`config.mk`:
```
export PLATFORM = sky130hd
export DESIGN_NAME = bbox_pixel_iterator
export DESIGN_NICKNAME = d
export VERILOG_FILES = /design/src/rtl/raster_pkg.sv /design/src/rtl/bbox_clip.sv /design/src/rtl/bbox_pixel_iterator.sv
export SDC_FILE = /design/constraint.sdc
export NUM_CORES = 1
export LEC_CHECK = 0
export ABC_AREA = 0
export BUFFER_PORTS_ARGS = -buffer_cell sky130_fd_sc_hd__buf_2
export CORE_MARGIN = 1
export CORE_UTILIZATION = 63
export CTS_BUF_LIST = sky130_fd_sc_hd__clkbuf_16
export DETAILED_ROUTE_END_ITERATION = 7
export GPL_TIMING_DRIVEN = 0
export PLACE_DENSITY = 0.86
export REMOVE_ABC_BUFFERS = 1
export SYNTH_ARGS = -nofsm -noshare
export SYNTH_HDL_FRONTEND = slang
export SYNTH_SLANG_ARGS = --single-unit
export TNS_END_PERCENT = 20
```
`constraint.sdc`:
```
create_clock -name clk -period 7 [get_ports clk]
set_input_delay 0.35 -clock clk [delete_from_list [all_inputs] [get_ports clk]]
set_output_delay 0.35 -clock clk [all_outputs]
set_load 0.01 [all_outputs]
```
`src/rtl/raster_pkg.sv`:
```
// rtl/raster_pkg.sv - shared rasteriser types and screen defaults
package raster_pkg;

    localparam int SCREEN_W_DEF = 640;
    localparam int SCREEN_H_DEF = 480;
    localparam int COORD_W_DEF  = 16;

    typedef logic signed [COORD_W_DEF-1:0] coord_t;

    typedef enum logic [1:0] {
        IDLE = 2'd0,
        CLIP = 2'd1,
        SCAN = 2'd2,
        DONE = 2'd3
    } bbox_iter_state_t;

endpackage

```
`src/rtl/bbox_clip.sv`:
```
// rtl/bbox_clip.sv - combinational signed clamp of a bbox to the screen with empty detect
module bbox_clip #(
    parameter int SCREEN_W = 640,
    parameter int SCREEN_H = 480,
    parameter int COORD_W  = 16
) (
    input  logic signed [COORD_W-1:0] x_min,
    input  logic signed [COORD_W-1:0] x_max,
    input  logic signed [COORD_W-1:0] y_min,
    input  logic signed [COORD_W-1:0] y_max,
    output logic        [COORD_W-1:0] cx_min,
    output logic        [COORD_W-1:0] cx_max,
    output logic        [COORD_W-1:0] cy_min,
    output logic        [COORD_W-1:0] cy_max,
    output logic                      empty
);

    // One extra bit keeps every compare free of overflow at the coordinate extremes.
    localparam int EW = COORD_W + 1;
    localparam logic signed [EW-1:0] X_LIM = EW'(SCREEN_W - 1);
    localparam logic signed [EW-1:0] Y_LIM = EW'(SCREEN_H - 1);

    logic signed [EW-1:0] ex_min, ex_max, ey_min, ey_max;
    logic signed [EW-1:0] kx_min, kx_max, ky_min, ky_max;

    // Clamp each edge to the screen, then flag boxes whose clamped range is inverted.
    always_comb begin
        ex_min = {x_min[COORD_W-1], x_min};
        ex_max = {x_max[COORD_W-1], x_max};
        ey_min = {y_min[COORD_W-1], y_min};
        ey_max = {y_max[COORD_W-1], y_max};

        kx_min = ex_min[EW-1] ? '0 : ex_min;
        ky_min = ey_min[EW-1] ? '0 : ey_min;
        kx_max = (ex_max > X_LIM) ? X_LIM : ex_max;
        ky_max = (ey_max > Y_LIM) ? Y_LIM : ey_max;

        empty  = (kx_min > kx_max) || (ky_min > ky_max);

        cx_min = kx_min[COORD_W-1:0];
        cx_max = kx_max[COORD_W-1:0];
        cy_min = ky_min[COORD_W-1:0];
        cy_max = ky_max[COORD_W-1:0];
    end

endmodule

```
`src/rtl/bbox_pixel_iterator.sv`:
```
// rtl/bbox_pixel_iterator.sv - clips a bbox and streams its pixels row-major (optional BBOX_PIX_COUNT_EN pixel counter)
module bbox_pixel_iterator
    import raster_pkg::*;
#(
    parameter int SCREEN_W = SCREEN_W_DEF,
    parameter int SCREEN_H = SCREEN_H_DEF,
    parameter int COORD_W  = COORD_W_DEF
) (
    input  logic                      clk,
    input  logic                      rst_n,
    input  logic                      bbox_valid,
    output logic                      bbox_ready,
    input  logic signed [COORD_W-1:0] bbox_x_min_int,
    input  logic signed [COORD_W-1:0] bbox_x_max_int,
    input  logic signed [COORD_W-1:0] bbox_y_min_int,
    input  logic signed [COORD_W-1:0] bbox_y_max_int,
    output logic                      pix_valid,
    input  logic                      pix_ready,
    output logic        [COORD_W-1:0] pix_x,
    output logic        [COORD_W-1:0] pix_y,
    output logic                      pix_last,
    output logic                      busy,
`ifdef BBOX_PIX_COUNT_EN
    output logic [31:0]               pix_count,
`endif
    output logic                      done
);

    bbox_iter_state_t state_q, state_d;

    logic                      armed_q, armed_d;
    logic signed [COORD_W-1:0] bx_min_q, bx_max_q, by_min_q, by_max_q;
    logic signed [COORD_W-1:0] bx_min_d, bx_max_d, by_min_d, by_max_d;
    logic        [COORD_W-1:0] cx_min_q, cx_max_q, cy_max_q;
    logic        [COORD_W-1:0] cx_min_d, cx_max_d, cy_max_d;
    logic        [COORD_W-1:0] x_q, y_q, x_d, y_d;

    logic        [COORD_W-1:0] clip_cx_min, clip_cx_max, clip_cy_min, clip_cy_max;
    logic                      clip_empty;

`ifdef BBOX_PIX_COUNT_EN
    logic [31:0] count_q, count_d;
    assign pix_count = count_q;
`endif

    bbox_clip #(
        .SCREEN_W (SCREEN_W),
        .SCREEN_H (SCREEN_H),
        .COORD_W  (COORD_W)
    ) u_clip (
        .x_min  (bx_min_q),
        .x_max  (bx_max_q),
        .y_min  (by_min_q),
        .y_max  (by_max_q),
        .cx_min (clip_cx_min),
        .cx_max (clip_cx_max),
        .cy_min (clip_cy_min),
        .cy_max (clip_cy_max),
        .empty  (clip_empty)
    );

    // armed_q keeps bbox_ready low while reset is held and for the release edge.
    assign bbox_ready = armed_q && (state_q == IDLE);
    assign pix_valid  = (state_q == SCAN);
    assign pix_x      = x_q;
    assign pix_y      = y_q;
    assign pix_last   = pix_valid && (x_q == cx_max_q) && (y_q == cy_max_q);
    assign busy       = (state_q != IDLE);
    assign done       = (state_q == DONE);

    // Next-state logic: accept, clip, scan row-major, pulse done.
    always_comb begin
        state_d  = state_q;
        armed_d  = 1'b1;
        bx_min_d = bx_min_q;
        bx_max_d = bx_max_q;
        by_min_d = by_min_q;
        by_max_d = by_max_q;
        cx_min_d = cx_min_q;
        cx_max_d = cx_max_q;
        cy_max_d = cy_max_q;
        x_d      = x_q;
        y_d      = y_q;
`ifdef BBOX_PIX_COUNT_EN
        count_d  = count_q;
`endif
        case (state_q)
            IDLE: begin
                if (bbox_valid && bbox_ready) begin
                    bx_min_d = bbox_x_min_int;
                    bx_max_d = bbox_x_max_int;
                    by_min_d = bbox_y_min_int;
                    by_max_d = bbox_y_max_int;
`ifdef BBOX_PIX_COUNT_EN
                    count_d  = '0;
`endif
                    state_d  = CLIP;
                end
            end
            CLIP: begin
                if (clip_empty) begin
                    state_d = DONE;
                end else begin
                    cx_min_d = clip_cx_min;
                    cx_max_d = clip_cx_max;
                    cy_max_d = clip_cy_max;
                    x_d      = clip_cx_min;
                    y_d      = clip_cy_min;
                    state_d  = SCAN;
                end
            end
            SCAN: begin
                if (pix_ready) begin
`ifdef BBOX_PIX_COUNT_EN
                    count_d = count_q + 32'd1;
`endif
                    if (x_q < cx_max_q) begin
                        x_d = x_q + 1'b1;
                    end else begin
                        x_d = cx_min_q;
                        y_d = y_q + 1'b1;
                    end
                    if (pix_last) begin
                        state_d = DONE;
                    end
                end
            end
            DONE: begin
                state_d = IDLE;
            end
            default: begin
                state_d = IDLE;
            end
        endcase
    end

    // State registers; reset abandons any box in progress.
    always_ff @(posedge clk or negedge rst_n) begin
        if (!rst_n) begin
            state_q  <= IDLE;
            armed_q  <= 1'b0;
            bx_min_q <= '0;
            bx_max_q <= '0;
            by_min_q <= '0;
            by_max_q <= '0;
            cx_min_q <= '0;
            cx_max_q <= '0;
            cy_max_q <= '0;
            x_q      <= '0;
            y_q      <= '0;
`ifdef BBOX_PIX_COUNT_EN
            count_q  <= '0;
`endif
        end else begin
            state_q  <= state_d;
            armed_q  <= armed_d;
            bx_min_q <= bx_min_d;
            bx_max_q <= bx_max_d;
            by_min_q <= by_min_d;
            by_max_q <= by_max_d;
            cx_min_q <= cx_min_d;
            cx_max_q <= cx_max_d;
            cy_max_q <= cy_max_d;
            x_q      <= x_d;
            y_q      <= y_d;
`ifdef BBOX_PIX_COUNT_EN
            count_q  <= count_d;
`endif
        end
    end

endmodule
```
=== Word-level counts from Yosys, hierarchy flattened ===
Index checks and enable logic that the tools add are counted.
W data, S select, Z words.

* Register bits: 147
* Input port bits: 68
* Output and inout port bits: 37
* Logic and storage cells: 59

* Add/subtract/negate cells: 2
* Magnitude comparators: 5
* Equality and inequality tests: 10
* Muxes and demuxes: 17
* Bitwise gates (word level): 1
* Reductions and logical operators: 13

{| class="wikitable"
|+ Operators by type and width
! kind !! number
|-
| $mux W16 || 6
|-
| $pmux W16 S2 || 2
|-
| $gt A17 B17 Y1 || 2
|-
| $mux W17 || 2
|-
| $add A16 B1 Y16 const B || 2
|-
| $eq A16 B16 Y1 || 2
|-
| $mux W15 || 2
|-
| $gt A16 B10 Y1 const B || 1
|-
| $gt A16 B11 Y1 const B || 1
|-
| $lt A16 B16 Y1 || 1
|-
| $pmux W2 S4 || 1
|-
| $mux W2 || 3
|-
| $ne A2 B1 Y1 const B || 3
|-
| $reduce_and A3 Y1 || 2
|-
| $eq A2 B2 Y1 const B || 2
|-
| $logic_and A1 B1 Y1 || 4
|-
| $ne A2 B2 Y1 const B || 2
|-
| $reduce_and A2 Y1 || 2
|-
| $reduce_and A4 Y1 || 1
|-
| $reduce_bool A2 Y1 || 2
|-
| $eq A2 B1 Y1 const B || 1
|-
| $logic_not A2 Y1 || 1
|-
| $logic_or A1 B1 Y1 || 1
|-
| $mux W1 || 1
|-
| $not A1 Y1 || 1
|}

=== Logic depth before layout (Yosys ltp) ===
* Word-level depth: 6
* Mapped depth: 15

=== By module ===
Synthesis repeated with hierarchy kept, for this count alone.

* Cell total of the unflattened synthesis: 830
* Area total of the unflattened synthesis: 8416.8 um^2

{| class="wikitable"
|+ By module, submodules not included
! module !! instances !! cells each !! area an instance (um^2)
|-
| bbox_pixel_iterator || 1 || 644 || 7226.9
|-
| bbox_clip || 1 || 186 || 1189.9
|}

=== Least setup slack after synthesis ===
Ideal clock, no wire load.

* Path type: register to register
* Start point: register by_max_q[12]
* End point: register y_q[10] (netlist: pix_y[10])
* Library setup time: 0.094 ns
* Arrival: 3.380 ns
* Path slack: 3.526 ns
* Stages on the path, launching flop included: 14
* Buffers on the path: 2
* Clock period less this slack: 3.474 ns
* Cell sequence: dfrtp_1 nor4_1 a31oi_1 clkbuf_1 nand2b_1 ha_1 nand4_1 or4_1 or3_4 a32oi_2 and3_1 buf_6 o21ai_2 a211oi_1

* Longest elaborated chain between the ends: 6

{| class="wikitable"
|+ Ends and longest elaborated chain
! element !! RTL line !! text
|-
| start: declaration || bbox_pixel_iterator.sv:32 || <nowiki>logic signed [COORD_W-1:0] bx_min_q, bx_max_q, by_min_q, by_max_q;</nowiki>
|-
| start signal: assignment || bbox_pixel_iterator.sv:160 || <nowiki>by_max_q <= by_max_d;</nowiki>
|-
| $gt A16 B10 Y1 || bbox_clip.sv:36 || <nowiki>ky_max = (ey_max > Y_LIM) ? Y_LIM : ey_max;</nowiki>
|-
| $mux W17 * || bbox_clip.sv:36 ||
|-
| $gt A17 B17 Y1 * || bbox_clip.sv:38 || <nowiki>empty = (kx_min > kx_max) || (ky_min > ky_max);</nowiki>
|-
| $logic_or A1 B1 Y1 * || bbox_clip.sv:38 ||
|-
| $ne A2 B2 Y1 (no line) * || n/a ||
|-
| $reduce_and A4 Y1 (no line) * || n/a ||
|-
| end signal: assignment || bbox_pixel_iterator.sv:165 || <nowiki>y_q <= y_d;</nowiki>
|-
| end: declaration || bbox_pixel_iterator.sv:36 || <nowiki>logic [COORD_W-1:0] x_q, y_q, x_d, y_d;</nowiki>
|}

Mark *: on every way between the ends. The rest lies on a longest branch, timed or not.
A chain may end at the register's enable or synchronous reset.

=== Final worst setup path ===
* Start point: register by_max_q[12]
* End point: register cx_min_q[1]

* Longest elaborated chain between the ends: 6

{| class="wikitable"
|+ Ends and longest elaborated chain
! element !! RTL line !! text
|-
| $gt A16 B10 Y1 || bbox_clip.sv:36 ||
|-
| $mux W17 * || bbox_clip.sv:36 ||
|-
| $gt A17 B17 Y1 * || bbox_clip.sv:38 ||
|-
| $logic_or A1 B1 Y1 * || bbox_clip.sv:38 ||
|-
| $not A1 Y1 (no line) * || n/a ||
|-
| $reduce_and A2 Y1 (no line) * || n/a ||
|-
| end signal: assignment || bbox_pixel_iterator.sv:161 || <nowiki>cx_min_q <= cx_min_d;</nowiki>
|-
| end: declaration || bbox_pixel_iterator.sv:34 || <nowiki>logic [COORD_W-1:0] cx_min_q, cx_max_q, cy_max_q;</nowiki>
|}

Marks and branches as above.

==> results.json <==
{
  "outcome": "completed",
  "leakage_nw": 4.35,
  "cts_buffers": 17,
  "synthesis.area_mm2": 0.00820,
  "ant_nets": 0,
  "wl_per_cell_um": 17.8,
  "synthToLayoutAreaGrowth_pct": 14.8,
  "ir_worst_vdd_mv": 0.298,
  "synth-async-reset-ratio_pct": 100,
  "final_hold_viol_count": 0,
  "antenna_found_initial": 0,
  "gp_congestion": 0.869,
  "fmax_mhz": 227,
  "cts_setup_buffers": 0,
  "row_count": 41,
  "synth-edff-count": 0,
  "yosysSeqAreaShare_pct": 44.6,
  "holdCritStartpoint": "bbox_y_min_int[7]",
  "ios": 105,
  "drc": 0,
  "placed_cell_area_mm2": 0.00886,
  "hold_path_class": "in2reg",
  "dieWidth_um": 116,
  "clk_latency_ps": 430,
  "maxSlewViolCount": 0,
  "core_region_area_mm2": 0.0127,
  "postSynthCellCount": 791,
  "worstMarginPinSlew_ps": 995,
  "drv_cap": 0,
  "cts_tree": "yes",
  "grt_pass1_wl_mm": 30.5,
  "io_buffers": 104,
  "viasPerCell": 5.93,
  "h-tree-depth": 4,
  "grt_max_degree": 79,
  "ys_seq_elements": 146,
  "antenna_cells": 0,
  "yosysWarnings": 0,
  "fin_crit_ps": 4400,
  "tns_ps": 0,
  "grt_pass1_vias": 6280,
  "power.density_mw_per_mm2": 514,
  "maxSlewHeadroom_pct": 33.6,
  "synth.avg_cell_area_um2": 10.4,
  "required_ps": 7310,
  "track_usage_pct": 30.2,
  "layout_common_cells": "dfrtp_1 (146), buf_2 (103), mux2_2 (67), nor2_1 (66), a21oi_1 (62)",
  "ff2ff_setup_slack_ps": 2600,
  "cts_sinks": 146,
  "startpoint": "by_max_q[12]$_DFFE_PN0P_",
  "fp.dieH_um": 116,
  "synth_cell_types": 67,
  "clk_path_buf_depth": 2,
  "min_period_over_period_pct": 62.8,
  "crit_arrival_ps": 4710,
  "dr.pass1.iters": 7,
  "final_common_cell": "dfrtp_1",
  "cp-end-kind": "register",
  "criticalPathCategory": "reg2reg",
  "ys.flop_type": "dfrtp_1",
  "critPathLaunchType": "register",
  "setup_viol": 0,
  "die_area_mm2": 0.0135,
  "power_mw": 4.84,
  "drt_iter0_markers": 456,
  "grt_overflow": 0,
  "dpl.hpwl_mm": 13.1,
  "rsz0062_at_grt": "false",
  "wl_mm": 19.0,
  "rr_startpoint": "by_max_q[12]$_DFFE_PN0P_",
  "vias": 6327,
  "cp_max_fo": 36,
  "path_clk_slew_ps": 60,
  "clockRootBuffer": "clkbuf_16",
  "skew_ps": 6.36,
  "start_util_pct": 64.7,
  "design_area_mm2": 0.00942,
  "drive_above_1_share_pct": 26.3,
  "nets": 1006
}
==> per-layer routing <==
layer,part of all wire (%),global-route usage (%)
met4,2.6,12.2
met1,42,37.4
met2,50,52.2
met5,0,0
met3,5.4,5.97
==> repair_timing <==
item	in CTS	in global routing
hold endpoints to repair	77	0
hold buffers	1	0
gates resized for setup	0	0
==> report_power, final <==
part / internal, mW / switching (mW) / leakage (nW)
clock: 0.542 / 0.330 / 0.273
sequential: 1.22 / 0.388 / 1.77
combinational: 1.05 / 1.31 / 2.30
total: 2.81 / 2.03 / 4.35
==> path summary, 6_finish.rpt <==
path | end | depth (start not counted)
worst max-delay path | cx_min_q[1]$_DFFE_PN0P_ | 11
worst min-delay path | by_min_q[7]$_DFFE_PN0P_ | 2
worst max register to register | cx_min_q[1]$_DFFE_PN0P_ | 11
worst min register to register | bx_min_q[10]$_DFFE_PN0P_ | 1
max in group asynchronous | bx_max_q[14]$_DFFE_PN0P_ | 3
min in group asynchronous | bx_min_q[7]$_DFFE_PN0P_ | 2
==> area by class of cell <==
type / count / area [µm²]
clock buffer: 17 / 425
clock inverter: 11 / 125
fill: 909 / 3250
inverter: 37 / 139
multi-input combinational: 574 / 4240
sequential: 146 / 3650
tap: 172 / 215
timing repair buffer: 110 / 622
==> critical path: stages, from the launching register on <==
cell and delay, ps:
dfrtp_1 400, nor4_1 290, a31oi_1 390, nand2b_1 290, ha_1 300, nand4_1 110, or4_1 610, or3_4 440
nand2_1 100, and3_2 680, buf_12 300, mux2_2 360
==> state kept, by name (all words and copies together), names as in the netlist, 16 cells and up <==
name      cells
bx_min_q     16
cy_max_q     16
by_min_q     16
cx_max_q     16
pix_x        16
pix_y        16
by_max_q     16
bx_max_q     16
==> per-stage QoR <==
stage / worst slack (ps) / utilization (%) / instances / hold WS [ps]
after floorplan: 2500 / - / 757 / 54.4
after global placement: 1440 / 69.1 / 1033 / 473
after detailed placement: 2640 / 69.9 / 1038 / 427
after CTS: 2620 / 74.3 / 1067 / 145
after global routing: 2370 / 74.3 / 1067 / 145
final: 2600 / 74.3 / 1067 / 145
==> cell families after synthesis <==
logic type                 count (synthesis)  synth area share [%]
xor gates and xnor gates                  30                  3.20
other                                      1                0.0457
AOI/OAI and AO/OA                        140                  10.7
muxes                                    100                  14.1
buffers and inverters                     71                  3.94
adders and majority gates                 52                  7.93
DFF                                      146                  44.6
and+or+nand+nor                          251                  15.6
==> Yosys cell counts (all sizes together), types with 2 or more instances <==
library cell / n / area [µm²]
a311oi: 2 / 17.5
and2: 5 / 31.3
o22ai: 5 / 31.3
nor2b: 38 / 238
o211ai: 4 / 30.0
buf: 11 / 97.6
mux2: 81 / 965
nand3: 19 / 105
nand2b: 8 / 50.1
o21ai: 33 / 169
or4: 4 / 33.8
nor2: 68 / 258
ha: 52 / 651
nor4: 6 / 52.6
nor3: 3 / 20.0
or3: 3 / 23.8
and3: 14 / 87.6
a21oi: 62 / 310
xnor2: 17 / 149
dfrtp: 146 / 3650
a21o: 5 / 37.5
xor2: 13 / 114
o21a: 3 / 22.5
a32oi: 2 / 25.0
a2111oi: 2 / 36.3
inv: 37 / 139
a211oi: 4 / 30.0
or2: 4 / 25.0
nand2: 62 / 233
nand4: 13 / 81.3
o311ai: 2 / 25.0
clkbuf: 23 / 86.3
mux2i: 19 / 190
No activity file was read; power rests on OpenSTA's default activity.
